<file path="src/rtl/processor_load_ctrl.sv">
// processor_load_ctrl
//   Host-facing sequencer for processor_top. Takes a command stream of
//   instruction words, data words, START and ABORT. While the CPU is held in
//   reset it drives the instr/data write ports. START releases reset, and the
//   block then supervises the run until done, timeout or abort. The CPU's
//   output is captured into a result register when done is seen.
//
//   Optional feature macro: LOADER_CHECKSUM_EN
//     defined   : checksum accumulates every written word (mod 2^DATA_W)
//                 and is cleared on reset and on START accept.
//     undefined : checksum is tied to 0 and no adder is built.
//
// Ports
//   clk, rst          clock (rising edge); async active-low reset
//   cmd_valid/ready   host command handshake; cmd_kind 0 INSTR 1 DATA 2 START 3 ABORT
//   cmd_addr/data     word address and word for INSTR/DATA
//   cycle_limit       max RUN cycles (0 = unlimited), sampled at START accept
//   cpu_rst           active-high reset to processor_top
//   instr/instr_addr/ins_we, data/data_addr/data_we   memory write ports
//   processor_out, done                               from processor_top
//   result/result_valid, timeout, busy, run_cycles, checksum   status
module processor_load_ctrl #(
  parameter int ADDR_W    = 10,
  parameter int DATA_W    = 32,
  parameter int TIMEOUT_W = 16
) (
  input  logic                 clk,
  input  logic                 rst,
  input  logic                 cmd_valid,
  output logic                 cmd_ready,
  input  logic [1:0]           cmd_kind,
  input  logic [ADDR_W-1:0]    cmd_addr,
  input  logic [DATA_W-1:0]    cmd_data,
  input  logic [TIMEOUT_W-1:0] cycle_limit,
  output logic                 cpu_rst,
  output logic [DATA_W-1:0]    instr,
  output logic [ADDR_W-1:0]    instr_addr,
  output logic                 ins_we,
  output logic [DATA_W-1:0]    data,
  output logic [ADDR_W-1:0]    data_addr,
  output logic                 data_we,
  input  logic [DATA_W-1:0]    processor_out,
  input  logic                 done,
  output logic [DATA_W-1:0]    result,
  output logic                 result_valid,
  output logic                 timeout,
  output logic                 busy,
  output logic [TIMEOUT_W-1:0] run_cycles,
  output logic [DATA_W-1:0]    checksum
);

  typedef enum logic [1:0] {S_LOAD, S_WRITE, S_RELEASE, S_RUN} state_t;

  localparam logic [1:0] K_INSTR = 2'd0;
  localparam logic [1:0] K_DATA  = 2'd1;
  localparam logic [1:0] K_START = 2'd2;
  localparam logic [1:0] K_ABORT = 2'd3;

  state_t                state, state_nxt;
  logic                  ready_en;   // holds cmd_ready low until the first clock after reset
  logic                  accept;
  logic                  start_acc;
  logic                  hit_limit;
  logic [TIMEOUT_W-1:0]  limit_q;
  logic [TIMEOUT_W:0]    run_inc;

  assign accept    = cmd_valid && cmd_ready;
  assign start_acc = accept && (state == S_LOAD) && (cmd_kind == K_START);

  // Extra bit keeps the compare honest when run_cycles is saturated.
  assign run_inc   = {1'b0, run_cycles} + {{TIMEOUT_W{1'b0}}, 1'b1};
  assign hit_limit = (limit_q != '0) && (run_inc == {1'b0, limit_q});

  always_ff @(posedge clk or negedge rst) begin
    if (!rst) state <= S_LOAD;
    else      state <= state_nxt;
  end

  always_comb begin
    state_nxt = state;
    cpu_rst   = 1'b1;
    busy      = 1'b1;
    cmd_ready = 1'b0;
    case (state)
      S_LOAD: begin
        busy      = 1'b0;
        cmd_ready = ready_en;
        if (accept) begin
          if (cmd_kind == K_INSTR || cmd_kind == K_DATA) state_nxt = S_WRITE;
          else if (cmd_kind == K_START)                  state_nxt = S_RELEASE;
        end
      end
      S_WRITE: state_nxt = S_LOAD;
      S_RELEASE: begin
        cpu_rst   = 1'b0;
        state_nxt = S_RUN;
      end
      S_RUN: begin
        cpu_rst   = 1'b0;
        cmd_ready = ready_en && (cmd_kind == K_ABORT);
        // done, limit and an accepted abort all end the run; flags sort out priority.
        if (done || hit_limit || accept) state_nxt = S_LOAD;
      end
      default: state_nxt = S_LOAD;
    endcase
  end

  always_ff @(posedge clk or negedge rst) begin
    if (!rst) begin
      ready_en     <= 1'b0;
      instr        <= '0;
      instr_addr   <= '0;
      ins_we       <= 1'b0;
      data         <= '0;
      data_addr    <= '0;
      data_we      <= 1'b0;
      result       <= '0;
      result_valid <= 1'b0;
      timeout      <= 1'b0;
      run_cycles   <= '0;
      limit_q      <= '0;
    end else begin
      ready_en <= 1'b1;
      // Write enables are single-cycle pulses that coincide with S_WRITE.
      ins_we   <= 1'b0;
      data_we  <= 1'b0;
      case (state)
        S_LOAD: begin
          if (accept) begin
            case (cmd_kind)
              K_INSTR: begin
                instr      <= cmd_data;
                instr_addr <= cmd_addr;
                ins_we     <= 1'b1;
              end
              K_DATA: begin
                data      <= cmd_data;
                data_addr <= cmd_addr;
                data_we   <= 1'b1;
              end
              K_START: begin
                result_valid <= 1'b0;
                timeout      <= 1'b0;
                run_cycles   <= '0;
                limit_q      <= cycle_limit;
              end
              default: begin
                result_valid <= 1'b0;
                timeout      <= 1'b0;
              end
            endcase
          end
        end
        S_RUN: begin
          if (!(&run_cycles)) run_cycles <= run_inc[TIMEOUT_W-1:0];
          if (done) begin
            result       <= processor_out;
            result_valid <= 1'b1;
          end else if (hit_limit) begin
            timeout <= 1'b1;
          end
        end
        default: ;
      endcase
    end
  end

`ifdef LOADER_CHECKSUM_EN
  always_ff @(posedge clk or negedge rst) begin
    if (!rst)           checksum <= '0;
    else if (start_acc) checksum <= '0;
    else if (ins_we)    checksum <= checksum + instr;
    else if (data_we)   checksum <= checksum + data;
  end
`else
  assign checksum = '0;
`endif

endmodule
</file>
<file path="config.mk">
export PLATFORM = sky130hd
export DESIGN_NAME = processor_load_ctrl
export DESIGN_NICKNAME = d
export VERILOG_FILES = /design/src/rtl/processor_load_ctrl.sv
export SDC_FILE = /design/constraint.sdc
export NUM_CORES = 1
export LEC_CHECK = 0
export ABC_CLOCK_PERIOD_IN_PS = 3200
export BUFFER_PORTS_ARGS = -buffer_cell sky130_fd_sc_hd__buf_2
export CAP_MARGIN = 20
export CORE_UTILIZATION = 25
export CTS_CLUSTER_DIAMETER = 150
export DETAILED_ROUTE_END_ITERATION = 10
export GPL_TIMING_DRIVEN = 0
export PLACE_DENSITY = 0.57
export REMOVE_ABC_BUFFERS = 1
export SYNTH_ARGS = -nofsm -noshare
export SYNTH_HDL_FRONTEND = slang
export SYNTH_SLANG_ARGS = --single-unit
</file>
<file path="constraint.sdc">
create_clock -name clk -period 3.2 [get_ports clk]
set_input_delay 0.16 -clock clk [delete_from_list [all_inputs] [get_ports clk]]
set_output_delay 0.16 -clock clk [all_outputs]
set_load 0.01 [all_outputs]
</file>
==> results.yml, run 1 <==
cells_and_area:
  area_growth_pct: 44.74
  final_area_um2: 10040
  drive_gt1_share_pct: 49.07
  fin_nets: 951
  antenna-diode-count: 0
  utilization_pct: 37.06
setup_path:
  slowest_stage: "dfrtp_1"
  arrival_ps: 3260
  startpoint_type: "flop"
  worst_ep_required_time_ps: 3500
  cpPeakStageDelay_ps: 500
  worstSetupPathType: "reg2reg"
  worstPathCellList: "ha_2 -> nand3_4 -> or3_4 -> a211o_1 -> a2111oi_2 -> nand4_1 -> a21o_1 -> o221a_1"
  path_buf_inv: 0
  endpoint_kind: "flop"
  cp_max_fo: 9
  cp_top_family: "compound AO/OA/AOI/OAI gates"
logic_synthesis:
  ys_ff_latch: 155
  synth-main-ff-cell: "dfrtp_1"
  synthCells: 528
  synthXorXnorAreaFrac_pct: 2.398
  yosysTopAreaCell: "dfrtp_1"
  netlist.area_leader.share_pct: 55.90
  synth_area_leaders: "dfrtp_1 (56%), mux2_2 (21%), buf_4 (3.7%)"
  synth_compound_area_share_pct: 6.022
  synth-edff-count: 0
  ys.warnings.count: 0
  synth_top_family_by_area: "multiplexers"
  yosysSeqAreaShare_pct: 55.90
  avgSynthCellArea_um2: 13.14
  netlist_top_cells_count: "dfrtp_1 (155), mux2_2 (132), buf_4 (34), nand2_1 (19), o21ai_0 (17)"
  synth-async-reset-ratio_pct: 100.0
  ys_types: 57
  yosys.area_share.simple_pct: 7.429
  synth_most_common_cell: "dfrtp_1"
  synthAdderAreaFrac_pct: 0.7212
  synthMuxAreaShare_pct: 21.71
  syn_area_um2: 6939
route:
  vias: 5295
  wl_per_cell_um: 14.72
  route.detailed.drc: 0
  viasPerCell: 4.284
  drtAntennaViolNets: 0
  firstDrtPassIters: 4
  wl_um: 18200
  drt_iter0_markers: 143
placed_design:
  io_buffers: 234
  place_area_um2: 8486
  hpwlAfterDp_um: 12380
  place_congestion: 0.7552
min_path:
  hold_class: "in2reg"
floorplanning:
  fp.coreArea_um2: 27100
  pin_count: 267
  rows: 60
  dieArea_um2: 28430
  die_w_um: 168.6
  die_h_um: 168.6
  start_util_pct: 25.60
cts:
  path_clk_slew_ps: 80
  numCtsBuffers: 17
  cts_tree: "done"
  cts_sinks: 155
  cts-root-buf: "clkbuf_16"
  htree_levels: 4
  clk-insertion-delay-late_ps: 420
  cts.path.max_buffers: 2
timing:
  fmax_ghz: 0.3374
  drv_slew: 0
  hold_viol_final: 0
  skew_ps: 16.40
  finalCriticalPeriod_ps: 2964
  fin_setup_tns_ps: 0
  slew_headroom_pct: 48.63
  setup_viol: 0
  fin_crit_sh_pct: 92.61
  rsz0062_at_grt: "no"
  tightest_slew_ps: 768.7
power:
  powerDensity_nw_per_um2: 826.3
  p_leak_nw: 4.816
  total_power_mw: 8.298
  peakVddDrop_v: 0.0004287
grt:
  grt_antenna_before_repair: 0
  grt_overflow: 0
  grt_pass1_wl_um: 29010
  grt_pass1_vias: 5541
  track_usage_pct: 12.95
  grt_max_degree: 94
status:
  status: "complete, no violations"
job:
  drv_cap: 0
## report_power, final
group	internal, mW	switching [mW]	total (mW)
combinational	1.53	1.40	2.92
clock	1.18	0.928	2.11
sequential	2.78	0.483	3.26
total	5.49	2.81	8.30
## state kept, by name (all words and copies together) (netlist names)
name and cells:
ready_en 1, run_cycles 16, limit_q 16, data 32, data_addr 10, state 2
instr_addr 10, result 32, data_we 1, ins_we 1, instr 32, result_valid 1
timeout 1
## worst reg2reg max path, stage by stage (launching register included)
cell and delay [ps]:
dfrtp_1 500, ha_2 320, nand3_4 160, or3_4 450, a211o_1 290, a2111oi_2 370
nand4_1 270, a21o_1 250, o221a_1 240
## logic make-up (layout without fill, tap and decap cells)
logic type | count (synthesis) | after routing
AOI/OAI and AO/OA | 60 | 60
xor gates and xnor gates | 19 | 19
adders and majority gates | 4 | 4
buffers and inverters | 69 | 374
DFF | 155 | 155
muxes | 134 | 134
other | 2 | 33
and+or+nand+nor | 85 | 85
## cell usage in the layout (no fill, tap or decap), types with 11 or more instances in the layout
master         instances
a21oi_1               12
buf_2                233
clkbuf_16             17
conb_1                33
dfrtp_1              155
dlygate4sd3_1         89
inv_1                 11
mux2_2               132
nand2_1               17
nand3_1               11
nor4_1                11
o21ai_0               17
xnor2_1               13
## timing repair
item | 4_1_cts | 5_1_grt
setup endpoints to repair | 24 | 34
resized for setup | 3 | 4
hold endpoints to repair | 189 | 0
cloned | 0 | 0
hold buffers | 89 | 0
buffers inserted | 0 | 3
pin swaps | 0 | 1
## per-stage QoR
stage                     worst slack [ps]  hold slack [ps]  instances
after CTS                            43.05            2.786       1233
after floorplan                     -580.0           -135.6        501
after detailed placement            -153.9            140.4       1112
after global routing                 35.84            1.419       1236
final                                236.4            20.28       1236
after global placement               -2009            392.5       1107
## metal layers
metal | share of wire [%] | GRT usage [%] | vias to the layer above
met1 | 42 | 15.07 | 2615
met5 | 0 | 0 | -
met2 | 50 | 22.61 | 175
met4 | 1.3 | 4.822 | 0
met3 | 6.0 | 3.671 | 14
li1 | - | - | 2491
## cell type report
type / instances / area [um2]
clock buffer: 17 / 425.4
clock inverter: 15 / 178.9
fill: 2631 / 17060
inverter: 11 / 41.29
multi-input combinational: 335 / 2816
sequential: 155 / 3879
tap: 372 / 465.4
timing repair buffer: 331 / 2237
## path summary, 6_finish.rpt
check                               endpoint          start  slack (ps)  depth (start not counted)
worst max-delay path                state[0]  run_cycles[0]         240                          8
worst max register to register      state[0]  run_cycles[0]         240                          8
worst min register to register       timeout        timeout         490                          1
min in group asynchronous       data_addr[0]            rst         270                          2
worst min-delay path               instr[13]   cmd_data[13]          20                          2
max in group asynchronous          result[9]            rst        2080                          3
(Power assumes the default switching activity.)
==> run 2: changes to the inputs <==
--- a/config.mk
+++ b/config.mk
@@ -8,11 +8,12 @@
 export ABC_CLOCK_PERIOD_IN_PS = 3200
 export BUFFER_PORTS_ARGS = -buffer_cell sky130_fd_sc_hd__buf_2
 export CAP_MARGIN = 20
-export CORE_UTILIZATION = 25
+export CORE_UTILIZATION = 38
+export CTS_BUF_LIST = sky130_fd_sc_hd__clkbuf_4
 export CTS_CLUSTER_DIAMETER = 150
 export DETAILED_ROUTE_END_ITERATION = 10
 export GPL_TIMING_DRIVEN = 0
-export PLACE_DENSITY = 0.57
+export PLACE_DENSITY = 0.76
 export REMOVE_ABC_BUFFERS = 1
 export SYNTH_ARGS = -nofsm -noshare
 export SYNTH_HDL_FRONTEND = slang
==> run 2 against run 1 <==
Clock power is 36% lower; final cell count is 11% lower; first-iteration DRC count is 54% higher; largest power group unchanged; count of clock-buffer cells in the layout stayed put; via count is 3.0% higher; largest cell class unchanged.
==> results.yml, run 2 (synthesis results as in run 1) <==
route:
  drt-met1-wl_um: 7108
  drt_iter0_markers: 220
  wl_um: 18340
  vias: 5454
  viasPerCell: 4.981
  met2_length_um: 9569
  firstDrtPassIters: 4
  drtAntennaViolNets: 0
  wl_per_cell_um: 16.74
  dr.max_layer_used: "met4"
  route.detailed.drc: 0
  wl_met3_um: 1323
setup_path:
  r2r_slack_ps: 230
  r2r_cells: 9
  worst_ep_required_time_ps: 3660
  arrival_ps: 3430
  endpoint_kind: "flop"
  worstSetupPathType: "reg2reg"
  cp_max_fo: 19
  startpoint_type: "flop"
timing:
  fin_ws_ps: 232.8
  finalCriticalPeriod_ps: 2967
  fin_crit_sh_pct: 92.73
  tightest_slew_ps: 771.4
  slew_headroom_pct: 48.45
  hold_viol_final: 0
  skew_ps: 26.88
  drv_slew: 0
  rsz0062_at_grt: "no"
  holdWs_ps: 80.62
  setup_viol: 0
  fmax_ghz: 0.3370
cts:
  cts.path.max_buffers: 2
  htree_levels: 4
  cts-root-buf: "clkbuf_4"
  cts_tree: "done"
  path_clk_slew_ps: 130
  cts_sinks: 155
  clk-insertion-delay-late_ps: 550
  numCtsBuffers: 17
floorplanning:
  die_w_um: 137.1
  fp.coreArea_um2: 17900
  die_h_um: 137.1
  dieArea_um2: 18810
  start_util_pct: 38.76
  pin_count: 267
  rows: 49
grt:
  track_usage_pct: 19.91
  grt_pass1_vias: 5725
  grt_pass1_wl_um: 28740
  grt_max_degree: 83
  grt_overflow: 0
  grt_antenna_before_repair: 1
placed_design:
  place_ws_ps: -131.0
  hpwlAfterDp_um: 11660
  place_area_um2: 8303
  io_buffers: 234
  place_congestion: 0.7975
cells_and_area:
  final_common_cell: "buf_2"
  utilization_pct: 53.66
  layout_common_cells: "buf_2 (233), dfrtp_1 (155), mux2_2 (132)"
  fillerInstances: 1441
  drive_gt1_share_pct: 48.55
  reg_top3: "data (32), instr (32), result (32)"
  fin_nets: 953
  area_growth_pct: 38.42
  final_area_um2: 9605
power:
  peakVddDrop_v: 0.0005335
  p_leak_nw: 4.706
  total_power_mw: 7.655
  powerDensity_nw_per_um2: 796.9
min_path:
  hold_class: "in2reg"
  hold_path_depth: 3
status:
  status: "complete, no violations"
job:
  drv_cap: 0
-- run 2: cell types whose count changed in the layout (fill, tap and decap cells not counted), sizes merged --
cell         previous run  this run
clkinvlp                1         0
diode                   0         1
dlygate4sd3            89        92
buf                   242       241
clkinv                  6         3
inv                    17        19
bufinv                  2         3
-- run 2: critical path, stage by stage (launching register included) --
cell,delay (ps)
dfrtp_1,430
inv_1,80
ha_1,380
nand2b_1,220
nor4b_4,380
nand2_4,240
a221oi_4,440
nand2_2,240
or3_1,410
o21ai_0,70
-- run 2: layout make-up --
type	instances	area (um2)	area share (%)
clock inverter	14	201.4	2.097
inverter	11	41.29	0.4299
sequential	155	3879	40.38
multi-input combinational	335	2811	29.27
tap	229	286.5	2.983
antenna	1	2.502	0.02605
clock buffer	17	127.6	1.329
timing repair buffer	333	2256	23.49
-- run 2: final timing paths --
| check | from | to |
|---|---|---|
| setup / recovery | state[0] | run_cycles[11] |
| hold / removal | cmd_kind[1] | state[1] |
| min in group asynchronous | rst | run_cycles[6] |
| setup reg to reg | state[0] | run_cycles[11] |
| hold reg to reg | timeout | timeout |
| max in group asynchronous | rst | data[22] |
-- run 2: repair_timing --
| action | in CTS | in global routing |
|---|---|---|
| hold buffers | 92 | 0 |
| gates cloned | 0 | 0 |
| buffers inserted | 0 | 2 |
| pin swaps | 0 | 1 |
| gates resized for setup | 2 | 3 |
| endpoints found under the setup margin | 19 | 30 |
| endpoints found under the hold margin | 207 | 0 |
-- run 2: through the flow --
| stage | std cells | setup TNS [ps] |
|---|---|---|
| final | 1095 | 0 |
| after global routing | 1095 | 0 |
| after CTS | 1092 | 0 |
| after detailed placement | 969 | -2046 |
| after global placement | 964 | -162470 |
| after floorplan | 501 | -24670 |
-- run 2: metal layers --
| metal | vias to the layer above | GRT usage (%) |
|---|---|---|
| met3 | 30 | 6.852 |
| li1 | 2496 | - |
| met5 | - | 0 |
| met1 | 2718 | 22.22 |
| met4 | 0 | 7.814 |
| met2 | 210 | 34.68 |
-- run 2: power breakdown --
group | switching (mW) | total (mW) | internal [mW] | leakage (nW)
Clock | 0.785 | 1.36 | 0.575 | 0.177
Sequential | 0.521 | 3.29 | 2.77 | 1.95
Combinational | 1.48 | 3.00 | 1.52 | 2.58
Total | 2.79 | 7.65 | 4.87 | 4.71
